### src/rtl/jam1_alu_pkg.sv
// Shared types and constants for the JAM-1 ALU logic-unit sequencer.
package jam1_alu_pkg;

  localparam int LOGIC_SEL_W = 4;

  localparam logic SRC_A = 1'b0;
  localparam logic SRC_B = 1'b1;

  typedef enum logic [1:0] {
    IDLE   = 2'd0,
    RUN_LO = 2'd1,
    RUN_HI = 2'd2,
    RESP   = 2'd3
  } state_e;

  typedef struct packed {
    logic [LOGIC_SEL_W-1:0] op;
    logic                   wide;
    logic [15:0]            lhs;
    logic [15:0]            rhs;
    logic                   src;
  } req_t;

  function automatic logic [7:0] byte_sel(input logic [15:0] w, input logic hi);
    return hi ? w[15:8] : w[7:0];
  endfunction

endpackage

### src/rtl/alu_rr_arb2.sv
// Two-request round-robin arbiter; the pointer remembers who was granted last
// and only moves when a grant is actually issued.
module alu_rr_arb2 (
  input  logic clk,
  input  logic reset,
  input  logic req_a_i,
  input  logic req_b_i,
  input  logic en_i,
  output logic gnt_a_o,
  output logic gnt_b_o
);

  logic last_b_q, last_b_d;

  // last_b_q = 1 means B was granted last, so A wins the next tie
  always_comb begin
    gnt_a_o = en_i && req_a_i && (!req_b_i || last_b_q);
    gnt_b_o = en_i && req_b_i && (!req_a_i || !last_b_q);
  end

  always_comb begin
    last_b_d = last_b_q;
    if (gnt_a_o)      last_b_d = 1'b0;
    else if (gnt_b_o) last_b_d = 1'b1;
  end

  always_ff @(posedge clk or posedge reset) begin
    if (reset) last_b_q <= 1'b1;
    else       last_b_q <= last_b_d;
  end

endmodule

### src/rtl/alu_logic_sched.sv
// Two-port scheduler for the shared 8-bit logic unit; wide requests run as
// a low-byte pass followed by a high-byte pass.
module alu_logic_sched
  import jam1_alu_pkg::*;
#(
  parameter int LOGIC_LAT = 1
) (
  input  logic                   clk,
  input  logic                   reset,
  input  logic                   ReqAValid,
  output logic                   ReqAReady,
  input  logic [LOGIC_SEL_W-1:0] ReqAOp,
  input  logic                   ReqAWide,
  input  logic [15:0]            ReqALHS,
  input  logic [15:0]            ReqARHS,
  input  logic                   ReqBValid,
  output logic                   ReqBReady,
  input  logic [LOGIC_SEL_W-1:0] ReqBOp,
  input  logic                   ReqBWide,
  input  logic [15:0]            ReqBLHS,
  input  logic [15:0]            ReqBRHS,
  output logic                   RspValid,
  input  logic                   RspReady,
  output logic                   RspSrc,
  output logic [15:0]            RspData,
  output logic [LOGIC_SEL_W-1:0] LuSelect,
  output logic [7:0]             LuLHS,
  output logic [7:0]             LuRHS,
  input  logic [7:0]             LuResult,
  output logic                   Busy
);

  localparam logic [2:0] LAT_TC = 3'(LOGIC_LAT);

  state_e      state_q, state_d;
  logic [2:0]  cnt_q, cnt_d;
  req_t        req_q, req_d;
  logic [15:0] result_q, result_d;
  logic        gnt_a, gnt_b, arb_en, run, cnt_tc;

  // Gating with reset keeps Ready low while reset is held, even with Valid high
  assign arb_en = (state_q == IDLE) && !reset;
  assign run    = (state_q == RUN_LO) || (state_q == RUN_HI);
  assign cnt_tc = (cnt_q == LAT_TC);

  alu_rr_arb2 u_arb (
    .clk     (clk),
    .reset   (reset),
    .req_a_i (ReqAValid),
    .req_b_i (ReqBValid),
    .en_i    (arb_en),
    .gnt_a_o (gnt_a),
    .gnt_b_o (gnt_b)
  );

  always_ff @(posedge clk or posedge reset) begin
    if (reset) state_q <= IDLE;
    else       state_q <= state_d;
  end

  always_comb begin
    state_d = state_q;
    case (state_q)
      IDLE:    if (gnt_a || gnt_b) state_d = RUN_LO;
      RUN_LO:  if (cnt_tc) state_d = req_q.wide ? RUN_HI : RESP;
      RUN_HI:  if (cnt_tc) state_d = RESP;
      RESP:    if (RspReady) state_d = IDLE;
      default: state_d = IDLE;
    endcase
  end

  always_comb begin
    req_d    = req_q;
    cnt_d    = 3'd0;
    result_d = result_q;
    if (gnt_a) begin
      req_d.op   = ReqAOp;
      req_d.wide = ReqAWide;
      req_d.lhs  = ReqALHS;
      req_d.rhs  = ReqARHS;
      req_d.src  = SRC_A;
      result_d   = 16'h0000;
    end else if (gnt_b) begin
      req_d.op   = ReqBOp;
      req_d.wide = ReqBWide;
      req_d.lhs  = ReqBLHS;
      req_d.rhs  = ReqBRHS;
      req_d.src  = SRC_B;
      result_d   = 16'h0000;
    end
    // Counter wraps to 0 at terminal count so RUN_HI starts fresh
    if (run && !cnt_tc) cnt_d = cnt_q + 3'd1;
    if (run && cnt_tc) begin
      if (state_q == RUN_HI) result_d[15:8] = LuResult;
      else                   result_d[7:0]  = LuResult;
    end
  end

  always_ff @(posedge clk or posedge reset) begin
    if (reset) begin
      cnt_q    <= 3'd0;
      req_q    <= '0;
      result_q <= 16'h0000;
    end else begin
      cnt_q    <= cnt_d;
      req_q    <= req_d;
      result_q <= result_d;
    end
  end

  always_comb begin
    ReqAReady = gnt_a;
    ReqBReady = gnt_b;
    LuSelect  = '0;
    LuLHS     = 8'h00;
    LuRHS     = 8'h00;
    RspValid  = 1'b0;
    RspSrc    = 1'b0;
    RspData   = 16'h0000;
    Busy      = (state_q != IDLE);
    if (run) begin
      LuSelect = req_q.op;
      LuLHS    = byte_sel(req_q.lhs, state_q == RUN_HI);
      LuRHS    = byte_sel(req_q.rhs, state_q == RUN_HI);
    end
    if (state_q == RESP) begin
      RspValid = 1'b1;
      RspSrc   = req_q.src;
      RspData  = result_q;
    end
  end

endmodule

### config.mk
export PLATFORM = sky130hd
export DESIGN_NAME = alu_logic_sched
export DESIGN_NICKNAME = d
export VERILOG_FILES = /design/src/rtl/jam1_alu_pkg.sv /design/src/rtl/alu_rr_arb2.sv /design/src/rtl/alu_logic_sched.sv
export SDC_FILE = /design/constraint.sdc
export NUM_CORES = 1
export LEC_CHECK = 0
export BUFFER_PORTS_ARGS = -buffer_cell sky130_fd_sc_hd__buf_2
export CORE_ASPECT_RATIO = 1.4
export CORE_MARGIN = 2
export CORE_UTILIZATION = 36
export DETAILED_ROUTE_END_ITERATION = 8
export HOLD_SLACK_MARGIN = 0.15
export PLACE_DENSITY = 0.69
export SLEW_MARGIN = 10
export SYNTH_ARGS = -nofsm -noshare
export SYNTH_HDL_FRONTEND = slang
export SYNTH_HIERARCHICAL = 1
export SYNTH_SLANG_ARGS = --single-unit
### constraint.sdc
create_clock -name clk -period 2.75 [get_ports clk]
set_input_delay 0.55 -clock clk [delete_from_list [all_inputs] [get_ports clk]]
set_output_delay 0.55 -clock clk [all_outputs]
set_load 0.005 [all_outputs]
==> flow_summary.yaml, run 1 <==
run_status:
  outcome: "finished, final reports clean"
power_and_ir_drop:
  powerDensity_mw_per_mm2: 1000
  pwr-share-comb: 0.408
  switchingPower_mw: 1.48
  p_int_mw: 2.78
  p_leak_nw: 2.01
  netSwitchingFraction: 0.347
  pwr-share-clk: 0.247
  power.share.sequential: 0.345
  ir_drop_v: 0.000413
finish:
  fin_nets: 552
  synthToLayoutAreaGrowth_pct: 33.2
  final_cell_mix: "buf_2, nand2_1, dfrtp_1"
  layout_commonest_cell: "buf_2"
  drive_gt1_frac: 0.333
clock_tree:
  cts_buffers: 9
  clock-root-buffer: "clkbuf_16"
  cts_buffer_depth: 2
  cts_tree: "built"
  htreeDepth: 3
  clkTransAtPathRegs_ns: 0.05
  cts_sinks: 60
  cts_setup_buffers: 0
  clkLatencyLatePin_ns: 0.33
sta:
  finalCritPeriodShare: 0.957
  rsz0062_at_grt: "false"
  setup-tns-final_ns: 0
  fin_ws_ns: 0.118
  worst_slew_pin_slew_ns: 0.775
  min_period_ns: 2.63
  max_freq_ghz: 0.380
  setup_violations: 0
  slew_headroom: 0.483
  skew_ns: 0.00438
  finalHoldViolations: 0
  slew_viol_final: 0
grt:
  grt_max_degree: 76
  grt_overflow: 0
  grt_pass1_vias: 2844
  grt_pass1_wl_mm: 12.7
  antenna_found_initial: 1
  grtUsageTotal: 0.168
critical_path:
  cp_slowest_cell: "ha_1"
  cp-end-kind: "primary output"
  worstPathMaxFanout: 25
  start_kind: "flop"
  crit_required_ns: 2.20
  worst-path-buf-inv: 2
  critical-path-top-delay-family: "adder cells"
  path_cells: "inv_1 > ha_1 > nor2b_1 > buf_2"
  arrival_ns: 2.08
  critPathMaxStageDelay_ns: 0.81
  worstSetupPathType: "reg2out"
synth:
  synthesis.area_sq_mm: 0.00319
  avgSynthCellArea_sq_um: 9.52
  synthesis.nets: 430
  ys_ff_latch: 60
  yosysSeqAreaShare: 0.471
  synth_cells: 335
  ys_types: 24
  yosys_warnings: 6
floorplan:
  start_util: 0.370
  chipWidth_um: 83.6
  core_region_area_sq_mm: 0.00861
  dieArea_sq_mm: 0.00964
  dieHeight_um: 115
  num_rows: 40
  pin_count: 128
drt:
  drc: 0
  wl_mm: 7.87
  wire_per_inst_um: 13.9
  num_vias: 2718
  vias_per_cell: 4.79
  ant_nets: 0
  drtIter0Drc: 119
  drt_first_pass_iters: 4
min_path:
  hold_path_class: "in2async"
placed_design:
  pre_cts_slack_ns: 0.412
  dpl.hpwl_mm: 5.47
  gp_congestion: 0.792
  port_buffers: 127
flow_run:
  maxCapViolations: 0
==> per-stage QoR <==
stage / cells / cell area [sq um] / total power, mW / hold slack [ns] / utilization
floorplan: 335 / 3190 / 2.61 / 0.435 / -
global placement: 550 / 3940 / 3.17 / 0.449 / 0.457
detailed placement: 550 / 3940 / 3.24 / 0.459 / 0.457
CTS: 566 / 4220 / 4.32 / 0.238 / 0.490
global route: 568 / 4250 / 4.61 / 0.254 / 0.493
finish: 568 / 4250 / 4.26 / 0.249 / 0.493
==> layer usage <==
metal / global-route usage / part of all wire
met1: 0.195 / 0.43
met2: 0.281 / 0.49
met3: 0.0445 / 0.058
met4: 0.0957 / 0.023
met5: 0 / 0
==> synthesized netlist by cell type <==
cell      count  area share
ha_1          8       0.031
o21ai_0      53       0.083
nand2_1      72       0.085
mux2_4        1      0.0047
and3_1        1      0.0020
dfstp_2       1      0.0082
nor2b_1      19       0.037
or2_0         1      0.0020
buf_2         5      0.0078
nand2b_1      1      0.0020
and2_1       21       0.041
and4b_1       1      0.0031
buf_4         2      0.0047
clkbuf_1     14       0.016
nor2_1        7      0.0082
a21oi_2       1      0.0027
buf_6         1      0.0035
mux2i_1      55        0.17
and4bb_2      1      0.0039
dfrtp_1      59        0.46
inv_1         7      0.0082
a221oi_1      1      0.0027
a21oi_1       2      0.0031
a221o_1       1      0.0031
==> layout make-up <==
| cell class | instances | area, sq um |
|---|---|---|
| Antenna cell | 1 | 2.50 |
| Clock buffer | 15 | 278 |
| Clock inverter | 1 | 5.00 |
| Fill cell | 850 | 4360 |
| Inverter | 7 | 26.3 |
| Multi-Input combinational cell | 246 | 1580 |
| Sequential cell | 60 | 1500 |
| Tap cell | 105 | 131 |
| Timing Repair Buffer | 133 | 723 |
==> logic make-up after synthesis <==
family                   count (synthesis)  synth area share
buffers and inverters                   29            0.0408
AO/OA/AOI/OAI                           58            0.0949
adder cells (fa/ha/maj)                  8            0.0314
flip-flops                              60             0.471
multiplexers                            56             0.177
AND/OR/NAND/NOR                        124             0.184
==> repair_timing <==
action                                  in CTS  in global routing
resized for setup                            0                  1
endpoints found under the setup margin       0                  2
hold buffers                                 0                  0
==> final timing paths <==
kind | start | endpoint | slack [ns] | cells past startpoint
max | state_q[1] | LuLHS[7] | 0.12 | 4
min | reset | u_arb/last_b_q | 0.25 | 2
max reg2reg | state_q[1] | result_q[9] | 0.45 | 4
min reg2reg | cnt_q[0] | cnt_q[0] | 0.46 | 1
max in group asynchronous | reset | req_q[27] | 1.85 | 3
min in group clk | ReqARHS[5] | req_q[6] | 0.43 | 3
==> worst register-to-register path: cells and delay by family, from the launching register on <==
family / cells / cell delay (ns)
AOI/OAI and AO/OA: 1 / 0.19
adders and majority gates: 1 / 0.81
buffers and inverters: 1 / 0.11
DFF: 1 / 0.44
and+or+nand+nor: 1 / 0.61
==> state kept, by name (all words and copies together), names as in the netlist <==
register and cells:
state_q 2, result_q 16, req_q 38, u_arb/last_b_q 1
cnt_q 3
==> power by group through the flow <==
stage | clock network, mW | logic (mW) | registers, mW
floorplan | 0 | 1.19 | 1.41
global placement | 0 | 1.71 | 1.45
detailed placement | 0 | 1.76 | 1.48
CTS | 1.09 | 1.76 | 1.47
global route | 1.13 | 1.96 | 1.52
finish | 1.06 | 1.74 | 1.47
Note: power is estimated with default switching activity, not from simulation.
==> run 2: changes to the inputs <==
--- a/config.mk
+++ b/config.mk
@@ -9,6 +9,7 @@
 export CORE_ASPECT_RATIO = 1.4
 export CORE_MARGIN = 2
 export CORE_UTILIZATION = 36
+export CTS_BUF_LIST = sky130_fd_sc_hd__clkbuf_8
 export DETAILED_ROUTE_END_ITERATION = 8
 export HOLD_SLACK_MARGIN = 0.15
 export PLACE_DENSITY = 0.69
==> flow_summary.yaml, run 2 (synthesis gave the netlist of run 1 again) <==
run_status:
  outcome: "finished, final reports clean"
floorplan:
  pin_count: 128
  core_region_area_sq_mm: 0.00861
  num_rows: 40
  start_util: 0.370
  dieHeight_um: 115
  chipWidth_um: 83.6
  dieArea_sq_mm: 0.00964
grt:
  grt_pass1_vias: 2853
  grt_pass1_wl_mm: 12.7
  grt_max_degree: 76
  grtUsageTotal: 0.164
  antenna_found_initial: 1
  grt_overflow: 0
critical_path:
  cp-end-kind: "primary output"
  arrival_ns: 2.08
  critPathMaxStageDelay_ns: 0.80
  crit_required_ns: 2.20
  path_cells: "inv_1 > ha_1 > nor2b_1 > buf_2"
  start_kind: "flop"
  cp_slowest_cell: "ha_1"
  worstSetupPathType: "reg2out"
  worstPathMaxFanout: 25
finish:
  fin_area_sq_mm: 0.00417
  fin_nets: 553
  utilization: 0.485
  instances_no_fill: 569
  largest_register_ffs: 38
  largest-register: "req_q"
  reg_top3: "req_q (38), result_q (16), cnt_q (3)"
  drive_gt1_frac: 0.335
  synthToLayoutAreaGrowth_pct: 30.8
  layout_commonest_cell: "buf_2"
  final_cell_mix: "buf_2, nand2_1, dfrtp_1"
placed_design:
  gp_congestion: 0.792
  port_buffers: 127
  numPlacedInstances: 550
  dpl.hpwl_mm: 5.47
  placed_cell_area_sq_mm: 0.00394
sta:
  hold_slack_ns: 0.239
  min_period_ns: 2.63
  max_freq_ghz: 0.380
  rsz0062_at_grt: "false"
  skew_ns: 0.00680
  slew_viol_final: 0
  finalCritPeriodShare: 0.957
  setup-tns-final_ns: 0
  worst_slew_pin_slew_ns: 0.762
  finalHoldViolations: 0
  slew_headroom: 0.492
  setup_violations: 0
clock_tree:
  ctsHoldBuffers: 0
  clkLatencyLatePin_ns: 0.33
  htreeDepth: 3
  cts_resized: 0
  clkTransAtPathRegs_ns: 0.07
  cts_tree: "built"
  clock-root-buffer: "clkbuf_8"
  cts_buffers: 9
  cts_setup_buffers: 0
  cts_sinks: 60
  cts_buffer_depth: 2
drt:
  ant_nets: 0
  wire_per_inst_um: 14.0
  drtIter0Drc: 143
  wl_mm: 7.99
  vias_per_cell: 4.80
  num_vias: 2732
  drc: 0
  drt_first_pass_iters: 4
power_and_ir_drop:
  p_leak_nw: 1.98
  p_int_mw: 2.50
  powerDensity_mw_per_mm2: 945
  power.share.sequential: 0.372
  netSwitchingFraction: 0.367
  pwr-share-clk: 0.184
  pwr-share-comb: 0.444
  switchingPower_mw: 1.44
  ir_drop_v: 0.000490
flow_run:
  maxCapViolations: 0
min_path:
  hold_path_class: "in2async"
## run 2: worst paths after layout
| path | start | end | slack, ns | depth (start not counted) |
|---|---|---|---|---|
| setup / recovery | state_q[1] | LuLHS[7] | 0.12 | 4 |
| hold / removal | reset | u_arb/last_b_q | 0.24 | 2 |
| setup reg to reg | state_q[1] | state_q[1] | 0.44 | 9 |
| hold reg to reg | cnt_q[0] | cnt_q[0] | 0.46 | 1 |
| max in group asynchronous | reset | req_q[24] | 1.87 | 3 |
| min in group clk | ReqARHS[5] | req_q[6] | 0.42 | 3 |
## run 2: layout make-up
cell class / instances / area, sq um
Multi-Input combinational cell: 246 / 1580
Sequential cell: 60 / 1500
Clock buffer: 12 / 165
Fill cell: 864 / 4440
Tap cell: 105 / 131
Timing Repair Buffer: 134 / 748
Inverter: 7 / 26.3
Antenna cell: 1 / 2.50
Clock inverter: 4 / 16.3
## run 2: power by group through the flow
stage	clock network, mW	logic [mW]	registers [mW]
after floorplan	0	1.19	1.41
after global placement	0	1.71	1.45
after detailed placement	0	1.76	1.48
after CTS	0.751	1.76	1.47
after global routing	0.790	1.97	1.52
final	0.726	1.75	1.47
## run 2: layer usage
layer | track usage | up-vias | routed length (um)
met4 | 0.0796 | 0 | 158
met1 | 0.194 | 1277 | 3430
met5 | 0 | - | 0
met3 | 0.0373 | 11 | 424
li1 | - | 1363 | -
met2 | 0.284 | 81 | 3970
## run 2: critical path, delay by kind of cell (launching register included)
| family | cells | cell delay (ns) |
|---|---|---|
| adders and majority gates | 1 | 0.80 |
| and+or+nand+nor | 1 | 0.26 |
| buffers and inverters | 2 | 0.25 |
| DFF | 1 | 0.44 |
## run 2: metrics by stage
step / power (mW) / setup WS (ns)
global placement: 3.17 / 0.498
detailed placement: 3.24 / 0.412
finish: 3.94 / 0.118
floorplan: 2.61 / 0.506
global route: 4.28 / 0.00495
CTS: 3.98 / 0.0339
